File: src/rtl/ones_run_scheduler.sv
// Round-robin shared scanner: grants one of two operands, then walks it LSB first
// and returns the longest run of consecutive 1s on a valid/ready channel.
module ones_run_scheduler #(
   parameter int WIDTH = 32,
   parameter int CNT_W = 6
) (
   input  logic             clk,
   input  logic             reset,
   input  logic             req0_valid,
   input  logic [WIDTH-1:0] req0_data,
   output logic             req0_ready,
   input  logic             req1_valid,
   input  logic [WIDTH-1:0] req1_data,
   output logic             req1_ready,
   output logic             res_valid,
   output logic [CNT_W-1:0] res_count,
   output logic             res_id,
   input  logic             res_ready,
   output logic             busy
);

   typedef enum logic [1:0] {
      IDLE = 2'd0,
      SCAN = 2'd1,
      DONE = 2'd2
   } state_t;

   localparam logic [CNT_W-1:0] LAST_IDX = CNT_W'(WIDTH - 1);

   state_t           state;
   logic [WIDTH-1:0] shift_reg;
   logic [CNT_W-1:0] cur_run;
   logic [CNT_W-1:0] max_run;
   logic [CNT_W-1:0] bit_idx;
   logic             last_grant;

   logic             grant;
   logic             accept;
   logic [CNT_W-1:0] cur_inc;
   logic [CNT_W-1:0] next_max;

   // With both requesting, the side not served last wins; otherwise whoever asks.
   always_comb begin
      grant = 1'b0;
      if (req0_valid && req1_valid)
         grant = ~last_grant;
      else if (req1_valid)
         grant = 1'b1;
   end

   assign req0_ready = (state == IDLE) && !grant && req0_valid;
   assign req1_ready = (state == IDLE) &&  grant && req1_valid;
   assign accept     = req0_ready || req1_ready;
   assign busy       = (state != IDLE);

   // Max including the bit in flight, so a run ending at the MSB is counted.
   always_comb begin
      cur_inc  = cur_run + 1'b1;
      next_max = max_run;
      if (shift_reg[0] && (cur_inc > max_run))
         next_max = cur_inc;
   end

   always_ff @(posedge clk) begin
      if (reset) begin
         state      <= IDLE;
         shift_reg  <= '0;
         cur_run    <= '0;
         max_run    <= '0;
         bit_idx    <= '0;
         last_grant <= 1'b1;
         res_valid  <= 1'b0;
         res_count  <= '0;
         res_id     <= 1'b0;
      end else begin
         unique case (state)
            IDLE: begin
               if (accept) begin
                  shift_reg  <= grant ? req1_data : req0_data;
                  res_id     <= grant;
                  last_grant <= grant;
                  cur_run    <= '0;
                  max_run    <= '0;
                  bit_idx    <= '0;
                  state      <= SCAN;
               end
            end
            SCAN: begin
               shift_reg <= shift_reg >> 1;
               cur_run   <= shift_reg[0] ? cur_inc : '0;
               max_run   <= next_max;
               bit_idx   <= bit_idx + 1'b1;
               if (bit_idx == LAST_IDX) begin
                  res_count <= next_max;
                  res_valid <= 1'b1;
                  state     <= DONE;
               end
            end
            DONE: begin
               if (res_ready) begin
                  res_valid <= 1'b0;
                  state     <= IDLE;
               end
            end
            default: state <= IDLE;
         endcase
      end
   end

endmodule
File: config.mk
export PLATFORM = sky130hd
export DESIGN_NAME = ones_run_scheduler
export DESIGN_NICKNAME = d
export VERILOG_FILES = /design/src/rtl/ones_run_scheduler.sv
export SDC_FILE = /design/constraint.sdc
export NUM_CORES = 1
export LEC_CHECK = 0
export CAP_MARGIN = 30
export CORE_ASPECT_RATIO = 2
export CORE_UTILIZATION = 40
export CTS_CLUSTER_SIZE = 40
export DETAILED_ROUTE_END_ITERATION = 10
export PLACE_DENSITY = 0.71
export RECOVER_POWER = 50
export SLEW_MARGIN = 20
export SYNTH_ARGS = -nofsm -noshare
export SYNTH_HDL_FRONTEND = slang
export SYNTH_SLANG_ARGS = --single-unit
export TNS_END_PERCENT = 50
File: constraint.sdc
create_clock -name clk -period 2.69 [get_ports clk]
set_input_delay 0.4035 -clock clk [delete_from_list [all_inputs] [get_ports clk]]
set_output_delay 0.4035 -clock clk [all_outputs]
set_load 0.02 [all_outputs]
==> impl_metrics.ini, run 1 <==
[yosys]
synthTopCellsByCount = nor2_1 (84), dfxtp_1 (61), a21oi_1 (40)
synthesis.area_um2 = 3240
ys_seq_area_frac = 0.377
mappedNetlistNets = 463
synth_area_leaders = dfxtp_1 (38%), mux2i_1 (10%), nor2_1 (9.7%)
synthCells = 386
ys.flop_type = dfxtp_1
synth_warnings = 0
yosysTopAreaCellShare = 0.377
synth-seq-cells = 61
yosysMostFrequentCell = nor2_1
synthArstFlopShare = 0
yosys.area.top_type = dfxtp_1
syn_avg_cell_area_um2 = 8.39
synth_edf_count = 0
yosysUniqueCellTypes = 45

[critical_path]
crit_fanout = 7
crit_required_ns = 2.86
slowest_delay_ns = 0.38
worst_ep_arrival_time_ns = 2.68
cp-start-kind = register
cp-end-kind = register
cpMostUsedCell = ha_1
cp_num_buf_inv = 2
path_depth = 11
critPathTopFamily = compound AO/OA/AOI/OAI gates
r2r_cells = 11
cpMaxStageDelayCell = dfxtp_2
path_cells = ha_1, nand3_1, xor2_2, inv_1, ha_1, nand4_2, o21a_2, o31a_1, buf_4, o211ai_1, a21oi_1
crit_type = register to register

[sta]
fin_setup_tns_ns = 0
clock_skew_ns = 0.00483
post-route-min-period_ns = 2.51
fmax_mhz = 398
slew_headroom = 0.334
slew_viol_final = 0
hold_viol = 0
final-setup-viol-count = 0
min_period_over_period = 0.934
worst_pin_slew_ns = 0.998

[routing]
viasPerCell = 5.31
drt_iter0_drc = 124
wl_per_cell_um = 13.2
drt-pass1-iter-count = 6
drt.antenna.violating_nets = 0
drc = 0
vias = 2981
routed_wl_um = 7430

[final_layout]
final_nets = 538
drive_above_1_share = 0.0817
fillers = 729
syn_to_final_growth_pct = 34.6
diodes = 0
largest_reg_flops = 32
instances_no_fill = 561

[grt]
grt_pass1_vias = 2750
gr-total-overflow = 0
grt_pass1_wl_um = 12000
grt_max_degree = 50
track_usage = 0.187
antenna_found_initial = 0

[power_and_ir_drop]
power.density_nw_per_um2 = 553
leakagePower_nw = 1.69
total_power_mw = 2.41
vdd_drop_max_mv = 0.342

[floorplan]
core_area_um2 = 7890
die_w_um = 65.6
start_util = 0.411
dieArea_um2 = 8480
dieHeight_um = 129
fp-row-count = 46
ios = 80

[job]
max-cap-violations = 0

[hold_path]
holdPathStages = 2
min_path_type = register to register

[clock_tree]
cts-root-buf = clkbuf_16
cts_buffer_depth = 2
clkTransAtPathRegs_ns = 0.05
cts_tree = done
clock_sinks = 61
cts_htree_levels = 3
cts_buffers = 9
clock_latency_ns = 0.33

[placement]
hpwl_um = 5520
portBuffers = 79
dp_cells = 543
gp_congestion = 0.861

[run_status]
status = finished, final reports clean
## worst paths after layout
kind,start,end,slack (ns)
hold reg to reg,res_count[4],res_count[4],0.45
setup / recovery,cur_run[0],res_count[4],0.18
setup reg to reg,cur_run[0],res_count[4],0.18
hold / removal,res_count[4],res_count[4],0.45
## final cells by class
cell class | instances | area (µm²) | area share
clock buffer | 13 | 250 | 0.0574
timing repair buffer | 92 | 888 | 0.204
multi-input combinational | 286 | 1830 | 0.419
inverter | 11 | 41.3 | 0.00947
tap | 96 | 120 | 0.0276
sequential | 61 | 1220 | 0.280
clock inverter | 2 | 10.0 | 0.00230
## cell families after synthesis
logic type	Yosys count	synth area share
multiplexers	33	0.102
AO/OA/AOI/OAI	106	0.225
flip-flops	61	0.377
AND/OR/NAND/NOR	131	0.180
adder cells (fa/ha/maj)	8	0.0309
XOR/XNOR	8	0.0216
buffers and inverters	39	0.0633
## tightest hold or removal path, cell delays in order, from the launching register on
cell and delay [ns]:
dfxtp_1 0.30, nand2_1 0.05, a21oi_1 0.05
## metal layers
metal	track usage	share of wire
met1	0.187	0.37
met2	0.339	0.56
met3	0.0511	0.042
met4	0.0959	0.021
met5	0	0
## per-stage QoR
step                      hold slack [ns]  setup slack (ns)  instance area (µm²)   util
after floorplan                     0.457             0.405                 3240      -
after global placement              0.442             0.142                 4080  0.517
after detailed placement            0.452            0.0549                 4080  0.517
after CTS                           0.457            0.0342                 4340  0.550
after global routing                0.482           -0.0164                 4360  0.553
final                               0.449             0.177                 4360  0.553
## timing repair
| item | CTS | global route |
|---|---|---|
| buffers inserted | 0 | 3 |
| endpoints found under the setup margin | 0 | 12 |
| gates resized for setup | 0 | 3 |
| hold buffers | 0 | 0 |
## placed cells by master, fill, tap and decap left out, drive strengths merged, types with 6 or more instances in the layout
cell type / Yosys / layout
nor2: 86 / 86
buf: 18 / 11
nand2: 18 / 18
xor2: 7 / 7
inv: 11 / 11
mux2i: 33 / 33
a211oi: 35 / 35
dfxtp: 61 / 61
clkbuf: 10 / 16
dlygate4sd3: 0 / 9
a22oi: 6 / 6
clkdlybuf4s50: 0 / 69
a21oi: 42 / 42
ha: 8 / 8
## power breakdown
| group | switching [mW] | total [mW] | internal [mW] | leakage, nW |
|---|---|---|---|---|
| Combinational | 0.187 | 0.400 | 0.213 | 1.06 |
| Clock | 0.382 | 1.02 | 0.639 | 0.129 |
| Sequential | 0.0308 | 0.988 | 0.957 | 0.501 |
(Power assumes the default switching activity.)
==> inputs of run 2 (changes only) <==
--- a/config.mk
+++ b/config.mk
@@ -5,6 +5,7 @@
 export SDC_FILE = /design/constraint.sdc
 export NUM_CORES = 1
 export LEC_CHECK = 0
+export ABC_AREA = 1
 export CAP_MARGIN = 30
 export CORE_ASPECT_RATIO = 2
 export CORE_UTILIZATION = 40
==> impl_metrics.ini, run 2 <==
[grt]
antenna_found_initial = 0
grt_pass1_wl_um = 14100
track_usage = 0.217
grt_max_degree = 63
gr-total-overflow = 0
grt_pass1_vias = 3321

[clock_tree]
clkTransAtPathRegs_ns = 0.05
cts-root-buf = clkbuf_16
cts_buffer_depth = 2
cts_htree_levels = 3
cts_hold_buf = 0
cts_buffers = 9
clock_latency_ns = 0.33
cts_setup_buffers = 0
cts_resized = 0
cts_tree = done
clock_sinks = 61

[run_status]
status = finished, final reports clean

[yosys]
synthArstFlopShare = 0
syn_avg_cell_area_um2 = 6.45
synth_edf_count = 0
ys_seq_area_frac = 0.379
synth_area_leaders = dfxtp_1 (38%), nand2_1 (16%), nor2_1 (12%)
yosysUniqueCellTypes = 29
ys.flop_type = dfxtp_1
synthesis.area_um2 = 3230
synthTopCellsByCount = nand2_1 (134), nor2_1 (102), dfxtp_1 (61)
mappedNetlistNets = 577
yosysMostFrequentCell = nand2_1
yosys.area.top_type = dfxtp_1
synthCells = 500
synth_warnings = 0
synth-seq-cells = 61
yosysTopAreaCellShare = 0.379

[critical_path]
cp-start-kind = input pin
r2r_cells = 14
cp-end-kind = output pin
timing.rr.end = max_run[3]
crit_required_ns = 2.29
r2r_start = cur_run[2]
worst_ep_arrival_time_ns = 1.97
crit_type = input pin to output pin
rrSetupSlack_ns = 0.38
crit_fanout = 3

[floorplan]
die_w_um = 65.5
ios = 80
core_area_um2 = 7890
fp-row-count = 46
start_util = 0.409
dieHeight_um = 129
dieArea_um2 = 8450

[final_layout]
mostFrequentLayoutCells = nand2_1 (135), nor2_1 (102), clkdlybuf4s50_1 (69)
largest_reg_flops = 32
layout_commonest_cell = nand2_1
design_area_um2 = 4400
syn_to_final_growth_pct = 36.3
final_nets = 648
drive_above_1_share = 0.0503
diodes = 0

[routing]
wl_per_cell_um = 12.2
drt_iter0_drc = 128
viasPerCell = 5.05
routed_wl_um = 8180
drt-pass1-iter-count = 4
vias = 3395
drc = 0
drt.antenna.violating_nets = 0

[hold_path]
hp-start = max_run[4]
min_path_type = register to register
holdPathStages = 2
min_to = max_run[4]

[placement]
gp_congestion = 0.945
hpwl_um = 5750
pre_cts_slack_ns = 0.383
place_area_um2 = 4060
portBuffers = 79

[power_and_ir_drop]
power.density_nw_per_um2 = 655
vdd_drop_max_mv = 0.430
leakagePower_nw = 1.96

[sta]
fin_ws_ns = 0.318
rsz0062_at_grt = no
min_period_over_period = 0.882
hold_viol = 0
worst_pin_slew_ns = 0.775
slew_viol_final = 0
clock_skew_ns = 0.00358
slew_headroom = 0.483
fin_setup_tns_ns = 0
final-setup-viol-count = 0
post-route-min-period_ns = 2.37
holdWs_ns = 0.468
fmax_mhz = 422

[job]
max-cap-violations = 0
## run 2: per-layer routing
layer,share of wire,vias up,global-route usage
met5,0,-,0
met1,0.39,1548,0.205
met3,0.031,16,0.0496
li1,-,1758,-
met4,0.027,0,0.105
met2,0.56,73,0.420
## run 2: how the worst max path moves through the flow
stage,cells past startpoint,start,to,slack (ns)
5_1_grt,13,cur_run[1],max_run[3],0.10
3_3_place_gp,6,req0_valid,req0_ready,0.42
4_1_cts,13,cur_run[1],max_run[3],0.36
2_1_floorplan,12,cur_run[0],max_run[0],0.54
3_5_place_dp,13,cur_run[1],max_run[3],0.38
6_report,6,req0_valid,req0_ready,0.32
## run 2: kinds of logic after synthesis
family | count (synthesis) | share of synthesized area
AO/OA/AOI/OAI | 97 | 0.171
buffers and inverters | 65 | 0.0873
XOR/XNOR | 3 | 0.00815
AND/OR/NAND/NOR | 266 | 0.324
flip-flops | 61 | 0.379
adder cells (fa/ha/maj) | 8 | 0.0310
## run 2: power by group
part | leakage [nW] | internal [mW] | total (mW) | switching, mW
registers | 0.501 | 0.985 | 1.02 | 0.0402
clock network | 0.172 | 0.910 | 1.31 | 0.402
logic | 1.29 | 0.237 | 0.546 | 0.309
total | 1.96 | 2.13 | 2.88 | 0.751
## run 2: cell type report
| type | count | area [µm²] |
|---|---|---|
| well taps | 96 | 120 |
| inverters | 37 | 139 |
| fillers | 745 | 3490 |
| repair buffers | 88 | 856 |
| clock buffers | 13 | 280 |
| clock inverters | 3 | 65.1 |
| multi-input cells | 374 | 1720 |
| flip-flops and latches | 61 | 1220 |
## run 2: critical path: stages
cell and delay, ns:
dlygate4sd3_1 0.57, nand2_1 0.07, nand2_1 0.09, inv_1 0.07, nor2_1 0.13, clkdlybuf4s50_1 0.63
## run 2: stage by stage
stage	util	total power [mW]	instances
3_3_place_gp	0.515	1.58	656
6_report	0.558	2.88	672
3_5_place_dp	0.515	1.59	656
4_1_cts	0.559	2.90	672
5_1_grt	0.558	3.03	672
2_1_floorplan	-	1.40	500
==> inputs of run 3 (changes only) <==
--- a/config.mk
+++ b/config.mk
@@ -6,7 +6,7 @@
 export NUM_CORES = 1
 export LEC_CHECK = 0
 export ABC_AREA = 1
-export CAP_MARGIN = 30
+export CAP_MARGIN = 0
 export CORE_ASPECT_RATIO = 2
 export CORE_UTILIZATION = 40
 export CTS_CLUSTER_SIZE = 40
@@ -17,4 +17,3 @@
 export SYNTH_ARGS = -nofsm -noshare
 export SYNTH_HDL_FRONTEND = slang
 export SYNTH_SLANG_ARGS = --single-unit
-export TNS_END_PERCENT = 50
==> results of run 3 <==
The final DEF is identical to that of run 2; final timing and power are the same.
